$ cat src/rtl/mul_8_pkg.sv
`default_nettype none
// ============================================================================
// Module   : mul_8_pkg
// Purpose  : Shared constants for the 8x8 shift-and-add multiplier.
// Revision : 1.0 - initial release
// ============================================================================
package mul_8_pkg;

  localparam int MUL_W    = 8;
  localparam int MUL_ITER = 8;
  localparam int CNT_W    = $clog2(MUL_ITER);

  typedef logic [1:0] state_t;

  localparam state_t ST_IDLE = 2'd0;
  localparam state_t ST_RUN  = 2'd1;
  localparam state_t ST_DONE = 2'd2;

endpackage
`default_nettype wire

$ cat src/rtl/adder_8.sv
`default_nettype none
// ============================================================================
// Module   : adder_8
// Purpose  : 8-bit Kogge-Stone prefix adder, carry-in 0, no carry-out.
// Revision : 1.0 - initial release
// ============================================================================
module adder_8 (
  input  logic [7:0] a,
  input  logic [7:0] b,
  output logic [7:0] s
);

  always_comb begin
    logic [7:0] w_g;
    logic [7:0] w_p;
    logic [7:0] w_g_n;
    logic [7:0] w_p_n;
    w_g   = a & b;
    w_p   = a ^ b;
    w_g_n = w_g;
    w_p_n = w_p;
    // Three prefix levels (span 1, 2, 4) resolve the group generate of every bit.
    for (int k = 0; k < 3; k++) begin
      w_g_n = w_g;
      w_p_n = w_p;
      for (int i = (1 << k); i < 8; i++) begin
        w_g_n[i] = w_g[i] | (w_p[i] & w_g[i - (1 << k)]);
        w_p_n[i] = w_p[i] & w_p[i - (1 << k)];
      end
      w_g = w_g_n;
      w_p = w_p_n;
    end
    s = (a ^ b) ^ {w_g[6:0], 1'b0};
  end

endmodule
`default_nettype wire

$ cat src/rtl/mul_8.sv
`default_nettype none
// ============================================================================
// Module   : mul_8
// Purpose  : Sequential 8x8 unsigned shift-and-add multiplier, one adder pass
//            per cycle, 9-cycle start-to-done latency.
// Revision : 1.0 - initial release
// ============================================================================
module mul_8
  import mul_8_pkg::*;
(
  input  logic        clk,
  input  logic        rst,
  input  logic        start,
  input  logic [7:0]  a,
  input  logic [7:0]  b,
  output logic        busy,
  output logic        done,
  output logic [15:0] product
);

  localparam logic [CNT_W-1:0] c_last_iter = CNT_W'(MUL_ITER - 1);

  state_t               r_state;
  logic [MUL_W-1:0]     r_m;
  logic [MUL_W-1:0]     r_acc;
  logic [MUL_W-1:0]     r_q;
  logic [CNT_W-1:0]     r_cnt;
  logic [2*MUL_W-1:0]   r_product;

  logic [MUL_W-1:0]     w_sum;
  logic                 w_carry;
  logic [MUL_W-1:0]     w_acc_nxt;
  logic [MUL_W-1:0]     w_q_nxt;

  adder_8 u_adder (
    .a (r_acc),
    .b (r_m),
    .s (w_sum)
  );

  // The adder has no carry-out; recover it from the operand and sum MSBs.
  assign w_carry = (r_acc[MUL_W-1] & r_m[MUL_W-1]) |
                   ((r_acc[MUL_W-1] | r_m[MUL_W-1]) & ~w_sum[MUL_W-1]);

  always_comb begin
    w_acc_nxt = {1'b0, r_acc[MUL_W-1:1]};
    w_q_nxt   = {r_acc[0], r_q[MUL_W-1:1]};
    if (r_q[0]) begin
      w_acc_nxt = {w_carry, w_sum[MUL_W-1:1]};
      w_q_nxt   = {w_sum[0], r_q[MUL_W-1:1]};
    end
  end

  always_ff @(posedge clk) begin
    if (rst) begin
      r_state   <= ST_IDLE;
      r_m       <= '0;
      r_acc     <= '0;
      r_q       <= '0;
      r_cnt     <= '0;
      r_product <= '0;
    end else begin
      case (r_state)
        ST_IDLE: begin
          if (start) begin
            r_m     <= a;
            r_q     <= b;
            r_acc   <= '0;
            r_cnt   <= '0;
            r_state <= ST_RUN;
          end
        end
        ST_RUN: begin
          r_acc <= w_acc_nxt;
          r_q   <= w_q_nxt;
          r_cnt <= r_cnt + 1'b1;
          if (r_cnt == c_last_iter) begin
            r_product <= {w_acc_nxt, w_q_nxt};
            r_state   <= ST_DONE;
          end
        end
        ST_DONE: r_state <= ST_IDLE;
        default: r_state <= ST_IDLE;
      endcase
    end
  end

  assign busy    = (r_state != ST_IDLE);
  assign done    = (r_state == ST_DONE);
  assign product = r_product;

endmodule
`default_nettype wire

$ cat config.mk
export PLATFORM = sky130hd
export DESIGN_NAME = mul_8
export DESIGN_NICKNAME = d
export VERILOG_FILES = /design/src/rtl/mul_8_pkg.sv /design/src/rtl/adder_8.sv /design/src/rtl/mul_8.sv
export SDC_FILE = /design/constraint.sdc
export NUM_CORES = 1
export LEC_CHECK = 0
export CAP_MARGIN = 30
export CORE_ASPECT_RATIO = 1.5
export CORE_MARGIN = 2
export CORE_UTILIZATION = 52
export DETAILED_ROUTE_END_ITERATION = 7
export MAX_ROUTING_LAYER = met4
export PLACE_DENSITY_LB_ADDON = 0.15
export SLEW_MARGIN = 5
export SYNTH_ARGS = -nofsm -noshare
export SYNTH_HDL_FRONTEND = slang
export SYNTH_SLANG_ARGS = --single-unit
$ cat constraint.sdc
create_clock -name clk -period 2.7 [get_ports clk]
set_clock_uncertainty 0.05 [all_clocks]
set_input_delay 0.54 -clock clk [delete_from_list [all_inputs] [get_ports clk]]
set_output_delay 0.54 -clock clk [all_outputs]
set_load 0.01 [all_outputs]
# After elaboration in Yosys (flattened, before gate mapping)
# Index checks and enable logic that the tools add are counted.
# op_classes
eq_ne	5
bitwise	44
muxes	11
add_sub_neg	1
n_reduce_logical	7
# op_table
cell	n
$mux W8	4
$pmux W8 S2	2
$and A1 B1 Y1	24
$or A1 B1 Y1	16
$xor A8 B8 Y8	2
$reduce_and A2 Y1	4
$and A7 B7 Y7	1
$pmux W3 S2	1
$mux W2	2
$ne A2 B2 Y1 const B	2
$pmux W2 S2	1
$reduce_bool A2 Y1	2
$add A3 B1 Y3 const B	1
$eq A3 B3 Y1 const B	1
$mux W3	1
$eq A2 B1 Y1 const B	1
$eq A2 B2 Y1 const B	1
$logic_not A2 Y1	1
$not A1 Y1	1
# totals
ff_bits	45
word_cells	74
inputBits	19
out_inout_bits	18

# Longest topological paths before layout
# logic_depth
depth_word	12
ltp_mapped	10
ltp_nobuf	10

# Hierarchy
# A second synthesis with hierarchy kept.
# hier_totals
hier_cells	222
hier_area_um2	2134.5
# by_module_without_submodules
module	seq_area_each_um2	area_each_um2	cells_each	n_inst
mul_8	900.9	1824.2	181	1
adder_8	0.0	310.3	41	1

# Least setup slack after synthesis
# No wires, ideal clock.
# synth_timing
path_kind	register to register
startpoint	register r_m[1]
endpoint	register r_acc[6]
setup_ns	0.128
path_stages_with_launch	11
n_path_buf	0
required_ns	2.522
synth_period_minus_slack_ns	2.285
slack_ns	0.415
t_arrival_ns	2.107
cell_sequence	dfxtp_1 -> ha_1 -> a211oi_4 -> o21bai_1 -> a21oi_1 -> o21ai_0 -> fa_1 -> mux2i_1 -> nor2_1 -> a31oi_1 -> nor2_1
# synth_via
elab_chain_cells	9
elab_cells_between_ends	12
cone_classes	mux (2); bitwise (10)
# synth_rtl
element	line	source
start, declared	mul_8.sv:24	logic [MUL_W-1:0] r_m;
start signal, assigned	mul_8.sv:57	r_m <= '0;
start signal, assigned	mul_8.sv:66	r_m <= a;
$and A7 B7 Y7 / $xor A8 B8 Y8 (equally long branches)	adder_8.sv:18, adder_8.sv:19	
$and A1 B1 Y1 (on tied branches)	adder_8.sv:27, adder_8.sv:28	
$or A1 B1 Y1 / $and A1 B1 Y1 (equally long branches)	adder_8.sv:27	w_g_n[i] = w_g[i] | (w_p[i] & w_g[i - (1 << k)]);
$or A1 B1 Y1 *	adder_8.sv:27	
$and A1 B1 Y1 *	adder_8.sv:27	
$or A1 B1 Y1 *	adder_8.sv:27	
$xor A8 B8 Y8 *	adder_8.sv:33	s = (a ^ b) ^ {w_g[6:0], 1'b0};
$mux W8 *	mul_8.sv:48	if (r_q[0]) begin
$pmux W8 S2 *	mul_8.sv:63	case (r_state)
end signal, assigned	mul_8.sv:74	r_acc <= w_acc_nxt;
end, declared	mul_8.sv:25	logic [MUL_W-1:0] r_acc;
# Mark *: on every way between the ends. The rest lies on a longest branch, timed or not.
# A chain may end at the register's enable or synchronous reset.

# Worst setup path in the final report
# Ends and elaborated chain as after synthesis.

==> results.tsv <==
metric	value	unit
status	finished, final reports clean	
end_kind	flip-flop	
grt_max_degree	34	
cts_root_buf	clkbuf_8	
vias_per_cell	5.775	
dieHeight	82.61	um
path_clk_slew	80	ps
cts_buffers	5	
hold_buffers	0	
drt-pass1-iter-count	4	
place_inst	330	
routabilityCongestion	0.7874	
crit_arrival	2610	ps
vias	1952	
post_cts_resized	0	
startpoint_type	flip-flop	
wl	4888	um
hold_path.startpoint	product[1]$_SDFFE_PP0P_	
drt_iter0_markers	47	
io_pins	37	
fmax	404.7	MHz
avgRoutedWirePerCell	14.46	um
chipWidth	56.41	um
setup_viol_count_final	0	
diodes	0	
timing.setup.tns	0	ps
instances_no_fill	338	
rows	28	
die-area	4659	um2
mostFrequentLayoutCell	nand2_1	
drv_slew	0	
clk_latency	300	ps
h-tree-depth	2	
drc	0	
final_area	2633	um2
layout_common_cells	nand2_1 (58), dfxtp_1 (45), clkdlybuf4s50_1 (36)	
drv_cap	0	
cts.sinks	45	
nets	322	
antenna_found_initial	0	
synth_cell_types	42	
p_per_area	491.0	nW/um2
grt_pass1_wl	8418	um
dpl_cell_area	2550	um2
syn_nets	289	
synth.yosys.seq_area_share	42.06	%
rr_startpoint	r_m[1]$_SDFFE_PP0P_	
finalHoldViolCount	0	
grt_pass1_vias	1912	
cts_tree	done	
power	1.292	mW
grt_usage	23.69	%
peakVddDrop	343.4	uV
hold_class	flip-flop to flip-flop	
finalCritPeriodShare	91.51	%
post_cts_buffers	0	
relSlewSlack	57.91	%
fillers	350	
yosysWarnings	0	
syn-instance-count	259	
final_util	66.50	%
syn_area	2142	um2
areaGrowthSynthToFinish	22.90	%
required	2840	ps
startpoint	r_m[1]$_SDFFE_PP0P_	
crit_fanout	4	
synth-seq-cells	45	
p_leak	0.9882	nW
cts_buffer_depth	2	
overflow	0	
drive_above_1_share	6.143	%
worst_pin_slew	631.4	ps
core	3959	um2
ant_nets	0	
initial_core_util	54.11	%
dp_hpwl	3355	um
syn_area_per_cell	8.270	um2
fin_crit	2471	ps
rsz0062_at_grt	false	
io_buffers	36	
worstSetupPathType	flip-flop to flip-flop	
metal layers:
| metal | global-route usage [%] | routed length [um] |
|---|---|---|
| met2 | 42.47 | 2446 |
| met3 | 3.427 | 181 |
| met1 | 26.70 | 2168 |
| met4 | 9.286 | 93 |
| met5 | - | 0 |
layout make-up:
type	instances	area (um2)	share of cell area, %
Multi-Input combinational cell	194	1156	43.92
Timing Repair Buffer	43	425.4	16.16
Clock inverter	2	10.01	0.3802
Inverter	3	11.26	0.4278
Clock buffer	6	72.57	2.757
Tap cell	45	56.30	2.139
Sequential cell	45	900.9	34.22
kinds of logic (layout without fill, tap and decap cells):
kind of cell | Yosys count | in the layout | synth area share, %
simple gates | 110 | 110 | 22.84
compound gates | 69 | 69 | 22.20
flops | 45 | 45 | 42.06
buf+inv | 20 | 54 | 3.972
fa+ha+maj | 11 | 11 | 7.126
mux | 3 | 3 | 1.402
xor+xnor | 1 | 1 | 0.4090
sequential cells by signal (all words and copies together) (netlist names):
register	flops
r_state	2
r_cnt	3
r_m	8
r_q	8
product	16
r_acc	8
metrics by stage:
step,hold slack (ps),setup WS (ps)
after CTS,411.1,222.2
final,406.7,229.2
after global routing,427.7,2.390
after detailed placement,397.8,240.1
after floorplan,390.6,415.2
after global placement,393.5,295.5
critical path: stages, from the launching register on:
cell	delay (ps)
dfxtp_1	350
ha_1	360
a211oi_4	320
o21bai_1	130
a21oi_1	140
o21ai_0	110
fa_1	430
mux2i_1	180
nor2_1	60
a31oi_1	160
nor2_1	60
power breakdown:
part,switching [mW],internal [mW]
clock,0.225,0.180
combinational,0.101,0.0791
sequential,0.0193,0.688
total,0.346,0.947
worst paths after layout:
| kind | end | slack (ps) | depth (start not counted) |
|---|---|---|---|
| setup / recovery | r_acc[6]$_SDFFE_PP0P_ | 230 | 10 |
| hold / removal | product[1]$_SDFFE_PP0P_ | 410 | 2 |
| setup reg to reg | r_acc[6]$_SDFFE_PP0P_ | 230 | 10 |
| hold reg to reg | product[1]$_SDFFE_PP0P_ | 410 | 2 |
synth_stat cells (all sizes together):
cell | instances | area (um2)
o21bai | 1 | 7.510
nor4 | 1 | 6.260
buf | 9 | 43.79
nand4bb | 1 | 11.26
a221oi | 1 | 8.760
a2111oi | 1 | 8.760
nor3b | 1 | 12.51
fa | 2 | 40.04
a31oi | 3 | 18.77
dfxtp | 45 | 900.9
nand2b | 4 | 25.02
clkbuf | 8 | 30.03
a211oi | 6 | 57.56
o211a | 1 | 10.01
mux2i | 3 | 30.03
or4 | 1 | 7.510
nor2b | 4 | 25.02
ha | 9 | 112.6
a21oi | 32 | 160.2
a2111o | 2 | 22.52
a311oi | 10 | 87.58
nand3 | 8 | 40.04
nor4bb | 2 | 20.02
o21ai | 3 | 15.01
a211o | 1 | 8.760
a21o | 2 | 16.27
o2111a | 1 | 11.26
inv | 3 | 11.26
o221ai | 1 | 8.760
nor2 | 28 | 107.6
and4b | 1 | 10.01
o21a | 1 | 7.510
xnor2 | 1 | 8.760
o311ai | 1 | 8.760
o41ai | 2 | 17.52
nand2 | 58 | 217.7
and2 | 1 | 6.260
(Power assumes the default switching activity.)
